File: src/rtl/uart_tx_arbiter_if.sv
// ----------------------------------------------------------------------------
// uart_tx_arbiter_if
// Purpose : Bundles the requester side and the transmitter side of the UART
//           transmit arbiter into one interface.
// Signals : req/req_data/ack         - byte sources (one bit/byte per source)
//           tx_data/tx_int           - byte and launch strobe to the transmitter
//           send_complete            - transmitter status (1 idle/done, 0 sending)
//           busy/grant_id/err_timeout- arbiter status
//           lock                     - only when UART_ARB_LOCK_EN is defined
// Modports: master - the arbiter itself
//           slave  - sources / transmitter / testbench side
// ----------------------------------------------------------------------------
interface uart_tx_arbiter_if #(
   parameter int NUM_REQ = 4
);

   logic [NUM_REQ-1:0]   req;
   logic [8*NUM_REQ-1:0] req_data;
   logic [NUM_REQ-1:0]   ack;
   logic [7:0]           tx_data;
   logic                 tx_int;
   logic                 send_complete;
   logic                 busy;
   logic [2:0]           grant_id;
   logic                 err_timeout;
`ifdef UART_ARB_LOCK_EN
   logic [NUM_REQ-1:0]   lock;
`endif

   modport master (
`ifdef UART_ARB_LOCK_EN
      input  lock,
`endif
      input  req,
      input  req_data,
      input  send_complete,
      output ack,
      output tx_data,
      output tx_int,
      output busy,
      output grant_id,
      output err_timeout
   );

   modport slave (
`ifdef UART_ARB_LOCK_EN
      output lock,
`endif
      output req,
      output req_data,
      output send_complete,
      input  ack,
      input  tx_data,
      input  tx_int,
      input  busy,
      input  grant_id,
      input  err_timeout
   );

endinterface

File: src/rtl/uart_tx_arbiter.sv
// ----------------------------------------------------------------------------
// uart_tx_arbiter
// Purpose : Round-robin scheduler that shares one UART byte transmitter among
//           NUM_REQ byte sources. Grants a requester, latches its byte onto
//           tx_data, raises tx_int for INT_HOLD cycles and drops it to launch
//           the transmitter, then follows send_complete low (started) and
//           high (done) before the next grant.
// Ports   : clk    - system clock
//           rst_n  - asynchronous active-low reset
//           bus    - uart_tx_arbiter_if.master (req, req_data, ack, tx_data,
//                    tx_int, send_complete, busy, grant_id, err_timeout,
//                    and lock when enabled)
// Config  : UART_ARB_LOCK_EN - when defined, a locked requester that is still
//           requesting keeps the round-robin pointer at DONE so a multi-byte
//           frame goes out uninterleaved. A timeout always advances.
// ----------------------------------------------------------------------------
module uart_tx_arbiter #(
   parameter int NUM_REQ       = 4,
   parameter int INT_HOLD      = 2,
   parameter int START_TIMEOUT = 64
) (
   input logic               clk,
   input logic               rst_n,
   uart_tx_arbiter_if.master bus
);

   localparam logic [1:0] IDLE      = 2'd0;
   localparam logic [1:0] LOAD      = 2'd1;
   localparam logic [1:0] FIRE      = 2'd2;
   localparam logic [1:0] WAIT_DONE = 2'd3;

   localparam logic [NUM_REQ-1:0] ONE_HOT0 = {{(NUM_REQ-1){1'b0}}, 1'b1};

   logic [1:0] state;
   logic [2:0] rr_ptr;
   logic [7:0] hold_cnt;
   logic [6:0] tmo_cnt;

   logic       found;
   logic [2:0] win;
   logic [7:0] win_data;
   logic [2:0] next_ptr;
   logic       keep_ptr;

   // Round-robin search: walk offsets from the highest down so the lowest
   // offset from rr_ptr with an active request is the one left standing.
   always_comb begin
      found = 1'b0;
      win   = rr_ptr;
      for (int k = NUM_REQ - 1; k >= 0; k--) begin
         for (int i = 0; i < NUM_REQ; i++) begin
            if ((i == ((int'(rr_ptr) + k) % NUM_REQ)) && bus.req[i]) begin
               found = 1'b1;
               win   = 3'(i);
            end
         end
      end
   end

   // Byte of the winning requester, picked with constant slices.
   always_comb begin
      win_data = 8'h00;
      for (int i = 0; i < NUM_REQ; i++) begin
         if (3'(i) == win) begin
            win_data = bus.req_data[8*i +: 8];
         end
      end
   end

   // Pointer value that moves past the requester that was just served.
   always_comb begin
      next_ptr = (bus.grant_id == 3'(NUM_REQ - 1)) ? 3'd0 : bus.grant_id + 3'd1;
   end

   // Lock hold: stay on the current requester only while it is both locked
   // and still asking for the bus.
`ifdef UART_ARB_LOCK_EN
   always_comb begin
      keep_ptr = |(bus.lock & bus.req & (ONE_HOT0 << bus.grant_id));
   end
`else
   always_comb begin
      keep_ptr = 1'b0;
   end
`endif

   assign bus.busy = (state != IDLE);

   // Main sequencer. ack and err_timeout default low every cycle so they can
   // only ever be single-cycle pulses; tx_data and grant_id only change on a
   // grant, which keeps the byte frozen through LOAD, FIRE and WAIT_DONE.
   always_ff @(posedge clk or negedge rst_n) begin
      if (!rst_n) begin
         state           <= IDLE;
         rr_ptr          <= 3'd0;
         hold_cnt        <= 8'd0;
         tmo_cnt         <= 7'd0;
         bus.ack         <= '0;
         bus.tx_data     <= 8'h00;
         bus.tx_int      <= 1'b0;
         bus.grant_id    <= 3'd0;
         bus.err_timeout <= 1'b0;
      end else begin
         bus.ack         <= '0;
         bus.err_timeout <= 1'b0;
         case (state)
            IDLE: begin
               if (found && bus.send_complete) begin
                  bus.tx_data  <= win_data;
                  bus.grant_id <= win;
                  bus.ack      <= ONE_HOT0 << win;
                  bus.tx_int   <= 1'b1;
                  hold_cnt     <= 8'd0;
                  state        <= LOAD;
               end
            end
            LOAD: begin
               if (hold_cnt == 8'(INT_HOLD - 1)) begin
                  bus.tx_int <= 1'b0;
                  tmo_cnt    <= 7'd0;
                  state      <= FIRE;
               end else begin
                  hold_cnt <= hold_cnt + 8'd1;
               end
            end
            FIRE: begin
               if (!bus.send_complete) begin
                  state <= WAIT_DONE;
               end else if (tmo_cnt == 7'(START_TIMEOUT - 1)) begin
                  bus.err_timeout <= 1'b1;
                  rr_ptr          <= next_ptr;
                  state           <= IDLE;
               end else begin
                  tmo_cnt <= tmo_cnt + 7'd1;
               end
            end
            WAIT_DONE: begin
               if (bus.send_complete) begin
                  rr_ptr <= keep_ptr ? bus.grant_id : next_ptr;
                  state  <= IDLE;
               end
            end
            default: state <= IDLE;
         endcase
      end
   end

endmodule

File: src/flat_wrapper.sv
// flat-port wrapper written by rule: the top's interface ports become plain ports
module uart_tx_arbiter_flat 
#(
   parameter int NUM_REQ       = 4,
   parameter int INT_HOLD      = 2,
   parameter int START_TIMEOUT = 64
)
  (clk, rst_n, bus_req, bus_req_data, bus_send_complete, bus_ack, bus_tx_data, bus_tx_int, bus_busy, bus_grant_id, bus_err_timeout);
  uart_tx_arbiter_if #(.NUM_REQ(NUM_REQ)) bus_i ();
  input logic clk;
  input logic rst_n;
  input wire logic [$bits(bus_i.req)-1:0] bus_req;
  input wire logic [$bits(bus_i.req_data)-1:0] bus_req_data;
  input wire logic [$bits(bus_i.send_complete)-1:0] bus_send_complete;
  output wire logic [$bits(bus_i.ack)-1:0] bus_ack;
  output wire logic [$bits(bus_i.tx_data)-1:0] bus_tx_data;
  output wire logic [$bits(bus_i.tx_int)-1:0] bus_tx_int;
  output wire logic [$bits(bus_i.busy)-1:0] bus_busy;
  output wire logic [$bits(bus_i.grant_id)-1:0] bus_grant_id;
  output wire logic [$bits(bus_i.err_timeout)-1:0] bus_err_timeout;
  assign bus_i.req = bus_req;
  assign bus_i.req_data = bus_req_data;
  assign bus_i.send_complete = bus_send_complete;
  assign bus_ack = bus_i.ack;
  assign bus_tx_data = bus_i.tx_data;
  assign bus_tx_int = bus_i.tx_int;
  assign bus_busy = bus_i.busy;
  assign bus_grant_id = bus_i.grant_id;
  assign bus_err_timeout = bus_i.err_timeout;
  uart_tx_arbiter #(.NUM_REQ(NUM_REQ), .INT_HOLD(INT_HOLD), .START_TIMEOUT(START_TIMEOUT)) u_core (.clk(clk), .rst_n(rst_n), .bus(bus_i));
endmodule
File: config.mk
export PLATFORM = sky130hd
export DESIGN_NAME = uart_tx_arbiter_flat
export DESIGN_NICKNAME = d
export VERILOG_FILES = /design/src/rtl/uart_tx_arbiter_if.sv /design/src/rtl/uart_tx_arbiter.sv /design/src/flat_wrapper.sv
export SDC_FILE = /design/constraint.sdc
export NUM_CORES = 1
export LEC_CHECK = 0
export ABC_AREA = 1
export BUFFER_PORTS_ARGS = -buffer_cell sky130_fd_sc_hd__buf_2
export CAP_MARGIN = 20
export CELL_PAD_IN_SITES_DETAIL_PLACEMENT = 0
export CELL_PAD_IN_SITES_GLOBAL_PLACEMENT = 1
export CORE_AREA = 2 2 100 73
export CTS_CLUSTER_SIZE = 25
export DETAILED_ROUTE_END_ITERATION = 8
export DIE_AREA = 0 0 102 75
export GPL_TIMING_DRIVEN = 0
export PLACE_DENSITY_LB_ADDON = 0.3
export SLEW_MARGIN = 20
export SYNTH_ARGS = -nofsm -noshare
export SYNTH_HDL_FRONTEND = slang
export SYNTH_SLANG_ARGS = --single-unit
File: constraint.sdc
create_clock -name clk -period 2.6 [get_ports clk]
set_input_delay 0.52 -clock clk [delete_from_list [all_inputs] [get_ports clk]]
set_output_delay 0.52 -clock clk [all_outputs]
set_load 0.05 [all_outputs]
==> results of run 1 <==
## final timing paths
path                                         start                     end  slack, ns  depth (start not counted)
worst max register to register  u_core.hold_cnt[1]       u_core.tmo_cnt[6]       0.20                         11
worst max-delay path            u_core.hold_cnt[1]       u_core.tmo_cnt[6]       0.20                         11
min in group clk                 u_core.bus.tx_int       u_core.bus.tx_int       0.49                          2
worst min register to register   u_core.bus.tx_int       u_core.bus.tx_int       0.49                          2
max in group asynchronous                    rst_n      u_core.hold_cnt[4]       1.74                          1
worst min-delay path                         rst_n  u_core.bus.err_timeout       0.32                          1
## layout make-up
type	instances	area share, %
timing repair buffer	57	10.3
clock inverter	3	0.625
buffer	9	2.14
multi-input combinational	222	41.4
clock buffer	5	2.46
sequential	37	33.0
inverter	44	5.89
tap	94	4.20
## routing by layer
metal	up-vias	GRT usage [%]	share of wire (%)
li1	1161	-	-
met1	1012	23.6	52
met2	41	25.1	42
met3	5	3.90	5.5
met4	0	3.11	0.54
met5	-	0	0
## cell usage after synthesis
cell      instances  area, sq um
a31oi_1           2         12.5
buf_4             1         7.51
or2_2             8         50.1
buf_2             4         20.0
nor3_2            1         10.0
nand4_1          19          119
nand2_4           1         11.3
nor4_1            2         12.5
nand3_2           2         20.0
inv_2             3         11.3
nand2_2           3         18.8
ha_1              4         50.1
nand2_1          61          229
nand3_1          40          200
o21ai_0          10         50.1
o21ai_1           1         5.00
nand3_4           1         17.5
o31ai_1           1         7.51
a21oi_1          15         75.1
o21a_1            2         15.0
nor3_1            8         40.0
inv_1            41          154
nor2_4            3         33.8
nor2_1           31          116
buf_6             2         22.5
clkbuf_1          2         7.51
o211ai_1          3         22.5
nand4_2           1         12.5
dfrtp_1          37          926
nor2_2            3         18.8
## flip-flops by register name, summed over array words and instances (netlist names)
| signal | count |
|---|---|
| u_core.tmo_cnt | 7 |
| u_core.bus.err_timeout | 1 |
| u_core.bus.tx_int | 1 |
| u_core.bus.tx_data | 8 |
| u_core.rr_ptr | 3 |
| u_core.bus.ack | 4 |
| u_core.bus.grant_id | 3 |
| u_core.hold_cnt | 8 |
| u_core.state | 2 |
## power by group
group	total, mW	internal [mW]	switching, mW
Clock	0.399	0.185	0.214
Combinational	0.122	0.0468	0.0756
Sequential	0.575	0.575	0
Total	1.10	0.807	0.290
## cell families after synthesis
kind of cell	after synthesis	share of synthesized area, %
and+or+nand+nor	184	39.6
buffers and inverters	53	9.70
DFF	37	40.3
AOI/OAI and AO/OA	34	8.17
adders and majority gates	4	2.18
## per-stage QoR
stage	instance area (sq um)	util, %
final	2800	42.3
after global routing	2800	42.3
after CTS	2780	41.9
after detailed placement	2690	40.6
after global placement	2690	40.6
after floorplan	2300	-
## what timing repair did
item / 4_1_cts / 5_1_grt
endpoints found under the setup margin: 0 / 11
buffers inserted: 0 / 1
resized for setup: 0 / 5
==> out/metrics.csv, run 1 <==
stage,metric,value,unit
critical_path,cp_common_cell,nand2_1,
global_routing,overflow,0,
placement,gp_congestion,0.812,
die,initial_core_util,34.6,%
cts,cts_inserted_buffers,5,
finish,layout_common_cells,"nand2_1 (61), buf_2 (59), inv_1 (41), nand3_1 (40), dfrtp_1 (37)",
timing,rsz0062_at_grt,false,
power,powerDensity,391,nW/um^2
yosys,synth_cell_types,30,
timing,tightest_slew,0.835,ns
global_routing,grt_first_pass_wirelength,9830,um
routing,drtIter0Drc,110,
yosys,synth_area,2300,sq um
cts,clock-sinks,37,
critical_path,worst_path_max_delay_cell,dfrtp_1,
routing,first_pass_iters,4,
placement,place_inst,462,
timing,final_max_slew_viol_count,0,
yosys,syn_nets,355,
timing,tns,0,ns
routing,viasPerCell,4.71,
placement,hpwl,4440,um
power,power,1.10,mW
die,io_pins,57,
routing,vias,2219,
global_routing,grt_max_degree,38,
placement,pre_cts_slack,0.142,ns
yosys,syn_inst,312,
yosys,yosys_warnings,0,
yosys,yosysSeqAreaShare,40.3,%
finish,final-instance-count-excl-fill,471,
critical_path,slowest_delay,0.43,ns
critical_path,setup.worst_path.end_class,register,
power,leakage,1.53,nW
finish,multi_input_area,1160,sq um
yosys,synth.avg_cell_area,7.36,sq um
die,fp.dieW,102,um
timing,setup_viol,0,
critical_path,path_cells,"inv_1, ha_1, nand2_1, nor4_1, nand2_1, a21oi_2, nand3_1, nor3_1, nand2_1, o21ai_0, a21oi_1",
critical_path,path_buf_inv,1,
min_path,min_path_type,input pin to async pin,
timing,fmax,416,MHz
routing,drt.antenna.violating_nets,0,
cts,path_clk_slew,0.08,ns
cts,cts_tree,done,
global_routing,antenna_found_initial,0,
global_routing,first_global_vias,2137,
routing,drcViolationCount,0,
run,maxCapViolations,0,
critical_path,crit_arrival,2.59,ns
finish,fillCellCount,746,
critical_path,cp_data_required_time,2.78,ns
timing,finalHoldViolations,0,
finish,diodes,0,
finish,drive_above_1_share,26.5,%
critical_path,start_kind,register,
cts,clockBufferDepth,2,
finish,syn_to_final_growth,22.1,%
critical_path,path_max_fanout,6,
timing,period_needed,2.40,ns
cts,root_buffer,clkbuf_8,
routing,wl,5760,um
cts,htreeDepth,2,
placement,numPortBuffers,56,
die,core-area,6630,sq um
critical_path,path_class,register to register,
cts,hold_buffers,0,
timing,fin_hold_ws,0.323,ns
die,die_area,7650,sq um
timing,skew,0.0108,ns
global_routing,grt_usage,16.3,%
cts,insertion_delay,0.29,ns
timing,max-slew-margin-rel,44.3,%
die,die_h,75,um
routing,wire_per_inst,12.2,um
finish,final_common_cell,nand2_1,
critical_path,crit_family,simple AND/OR/NAND/NOR gates,
finish,seq_area,926,sq um
power,vdd_drop_max,189,uV
timing,fin_ws,0.198,ns
timing,finalCritPeriodShare,92.4,%
die,rows,25,
yosys,ys_ff_latch,37,
finish,nets,419,
outcome,status,"finished, final reports clean",
Note: power is estimated with default switching activity, not from simulation.
==> run 2: changes to the inputs <==
--- a/config.mk
+++ b/config.mk
@@ -6,7 +6,7 @@
 export NUM_CORES = 1
 export LEC_CHECK = 0
 export ABC_AREA = 1
-export BUFFER_PORTS_ARGS = -buffer_cell sky130_fd_sc_hd__buf_2
+export BUFFER_PORTS_ARGS = -buffer_cell sky130_fd_sc_hd__clkbuf_2
 export CAP_MARGIN = 20
 export CELL_PAD_IN_SITES_DETAIL_PLACEMENT = 0
 export CELL_PAD_IN_SITES_GLOBAL_PLACEMENT = 1
==> out/metrics.csv, run 2 (synthesis results as in run 1) <==
stage,metric,value,unit
finish,final_common_cell,nand2_1,
power,power_frac_comb,10.9,%
power,vdd_drop_max,206,uV
die,die_h,75,um
placement,hpwl,4390,um
routing,drtIter0Drc,105,
power,switching_share,25.9,%
power,seq_power_share,52.9,%
power,power,1.09,mW
global_routing,grt_usage,15.8,%
global_routing,grt_first_pass_wirelength,9430,um
timing,fin_hold_ws,0.358,ns
timing,skew,0.00359,ns
power,p_sw,0.282,mW
routing,wire_per_inst,12.0,um
finish,drive_above_1_share,26.0,%
placement,gp_congestion,0.800,
die,die_area,7650,sq um
run,maxCapViolations,0,
cts,root_buffer,clkbuf_8,
routing,wl,5670,um
critical_path,r2r_end,u_core.bus.tx_data[1],
critical_path,critPathCapture,u_core.bus.tx_data[1],
critical_path,path_class,register to register,
power,leakage,1.53,nW
die,io_pins,57,
timing,rsz0062_at_grt,false,
placement,numPortBuffers,56,
timing,tightest_slew,0.925,ns
critical_path,reg2reg_slack,0.28,ns
critical_path,path_max_fanout,10,
die,initial_core_util,34.6,%
cts,cts_inserted_buffers,5,
cts,path_clk_slew,0.07,ns
power,p_clk_share,36.2,%
routing,first_pass_iters,4,
finish,layout_common_cells,"nand2_1 (61), clkbuf_2 (56), inv_1 (41), nand3_1 (40), dfrtp_1 (37)",
die,core-area,6630,sq um
critical_path,r2r_cells,15,
finish,diodes,0,
die,rows,25,
routing,drcViolationCount,0,
finish,reg_top3,"u_core.bus.tx_data (8), u_core.hold_cnt (8), u_core.tmo_cnt (7)",
critical_path,crit_arrival,2.55,ns
critical_path,startpoint,u_core.rr_ptr[1],
finish,fillCellCount,752,
finish,fin_area,2790,sq um
timing,finalCritPeriodShare,89.3,%
cts,insertion_delay,0.29,ns
critical_path,setup.worst_path.end_class,register,
timing,fmax,431,MHz
critical_path,r2r_start,u_core.rr_ptr[1],
routing,viasPerCell,4.76,
outcome,status,"finished, final reports clean",
timing,finalHoldViolations,0,
timing,final_max_slew_viol_count,0,
routing,drt.antenna.violating_nets,0,
cts,cts_tree,done,
finish,syn_to_final_growth,21.4,%
timing,max-slew-margin-rel,38.3,%
critical_path,cp_data_required_time,2.82,ns
timing,tns,0,ns
cts,htreeDepth,2,
die,fp.dieW,102,um
global_routing,grt_max_degree,38,
global_routing,overflow,0,
global_routing,first_global_vias,2029,
placement,placed_cell_area,2690,sq um
finish,nets,419,
min_path,min_path_type,input pin to async pin,
cts,clockBufferDepth,2,
power,p_int,0.805,mW
timing,period_needed,2.32,ns
timing,setup_viol,0,
critical_path,start_kind,register,
routing,vias,2244,
power,powerDensity,390,nW/um^2
finish,fin_util,42.0,%
cts,clock-sinks,37,
global_routing,antenna_found_initial,0,
run 2: cell types whose count changed in the layout (fill, tap and decap cells not counted), sizes merged:
cell / previous run / this run
buf: 64 / 8
clkbuf: 7 / 64
clkinvlp: 1 / 0
run 2: cell type report:
class                   count  area [sq um]  share of cell area, %
clock inverters             2          10.0                  0.359
well taps                  94           118                   4.22
inverters                  44           165                   5.92
flip-flops and latches     37           926                   33.2
clock buffers               6          72.6                   2.60
multi-input cells         222          1150                   41.3
repair buffers             57           288                   10.3
plain buffers               9          57.6                   2.06
run 2: stage by stage:
step                      instances  setup slack [ns]
after global routing            471           0.00792
final                           471             0.277
after global placement          462             0.161
after detailed placement        462             0.146
after floorplan                 312             0.537
after CTS                       470             0.141
run 2: worst min-delay path by stage:
| stage | depth (start not counted) | end | slack [ns] |
|---|---|---|---|
| 2_1_floorplan | 0 | u_core.bus.ack[0] | 0.22 |
| 3_3_place_gp | 2 | u_core.bus.tx_int | 0.47 |
| 3_5_place_dp | 2 | u_core.bus.tx_int | 0.48 |
| 4_1_cts | 1 | u_core.bus.err_timeout | 0.40 |
| 5_1_grt | 1 | u_core.bus.tx_data[3] | 0.43 |
| 6_report | 1 | u_core.bus.err_timeout | 0.36 |
run 2: routing by layer:
| metal | up-vias | share of wire, % | track usage, % |
|---|---|---|---|
| li1 | 1165 | - | - |
| met1 | 1023 | 53 | 23.9 |
| met2 | 50 | 40 | 23.2 |
| met3 | 6 | 5.3 | 3.53 |
| met4 | 0 | 0.88 | 3.56 |
| met5 | - | 0 | 0 |
run 2: power groups by stage:
stage	sequential [mW]	combinational, mW	clock [mW]
3_3_place_gp	0.586	0.120	0
2_1_floorplan	0.587	0.0597	0
3_5_place_dp	0.586	0.119	0
6_report	0.575	0.118	0.394
5_1_grt	0.575	0.133	0.435
4_1_cts	0.575	0.120	0.408
run 2: worst max-delay path, cell delays in order (launching register included):
cell and delay [ns]:
dfrtp_1 0.40, buf_6 0.16, inv_2 0.09, nand3_1 0.09, nand2_1 0.08, nor2_1 0.06, nand2_1 0.06, nand3_1 0.06
nand2_1 0.06, nand2_1 0.06, a21oi_1 0.46, buf_2 0.32, nand4_1 0.11, nand3_1 0.10, nor2_1 0.05, nor2_1 0.07
run 2: repair_timing:
| action | 4_1_cts | 5_1_grt |
|---|---|---|
| gates resized for setup | 0 | 1 |
| endpoints found under the setup margin | 0 | 2 |
| setup buffers | 0 | 1 |
| hold buffers | 0 | 0 |
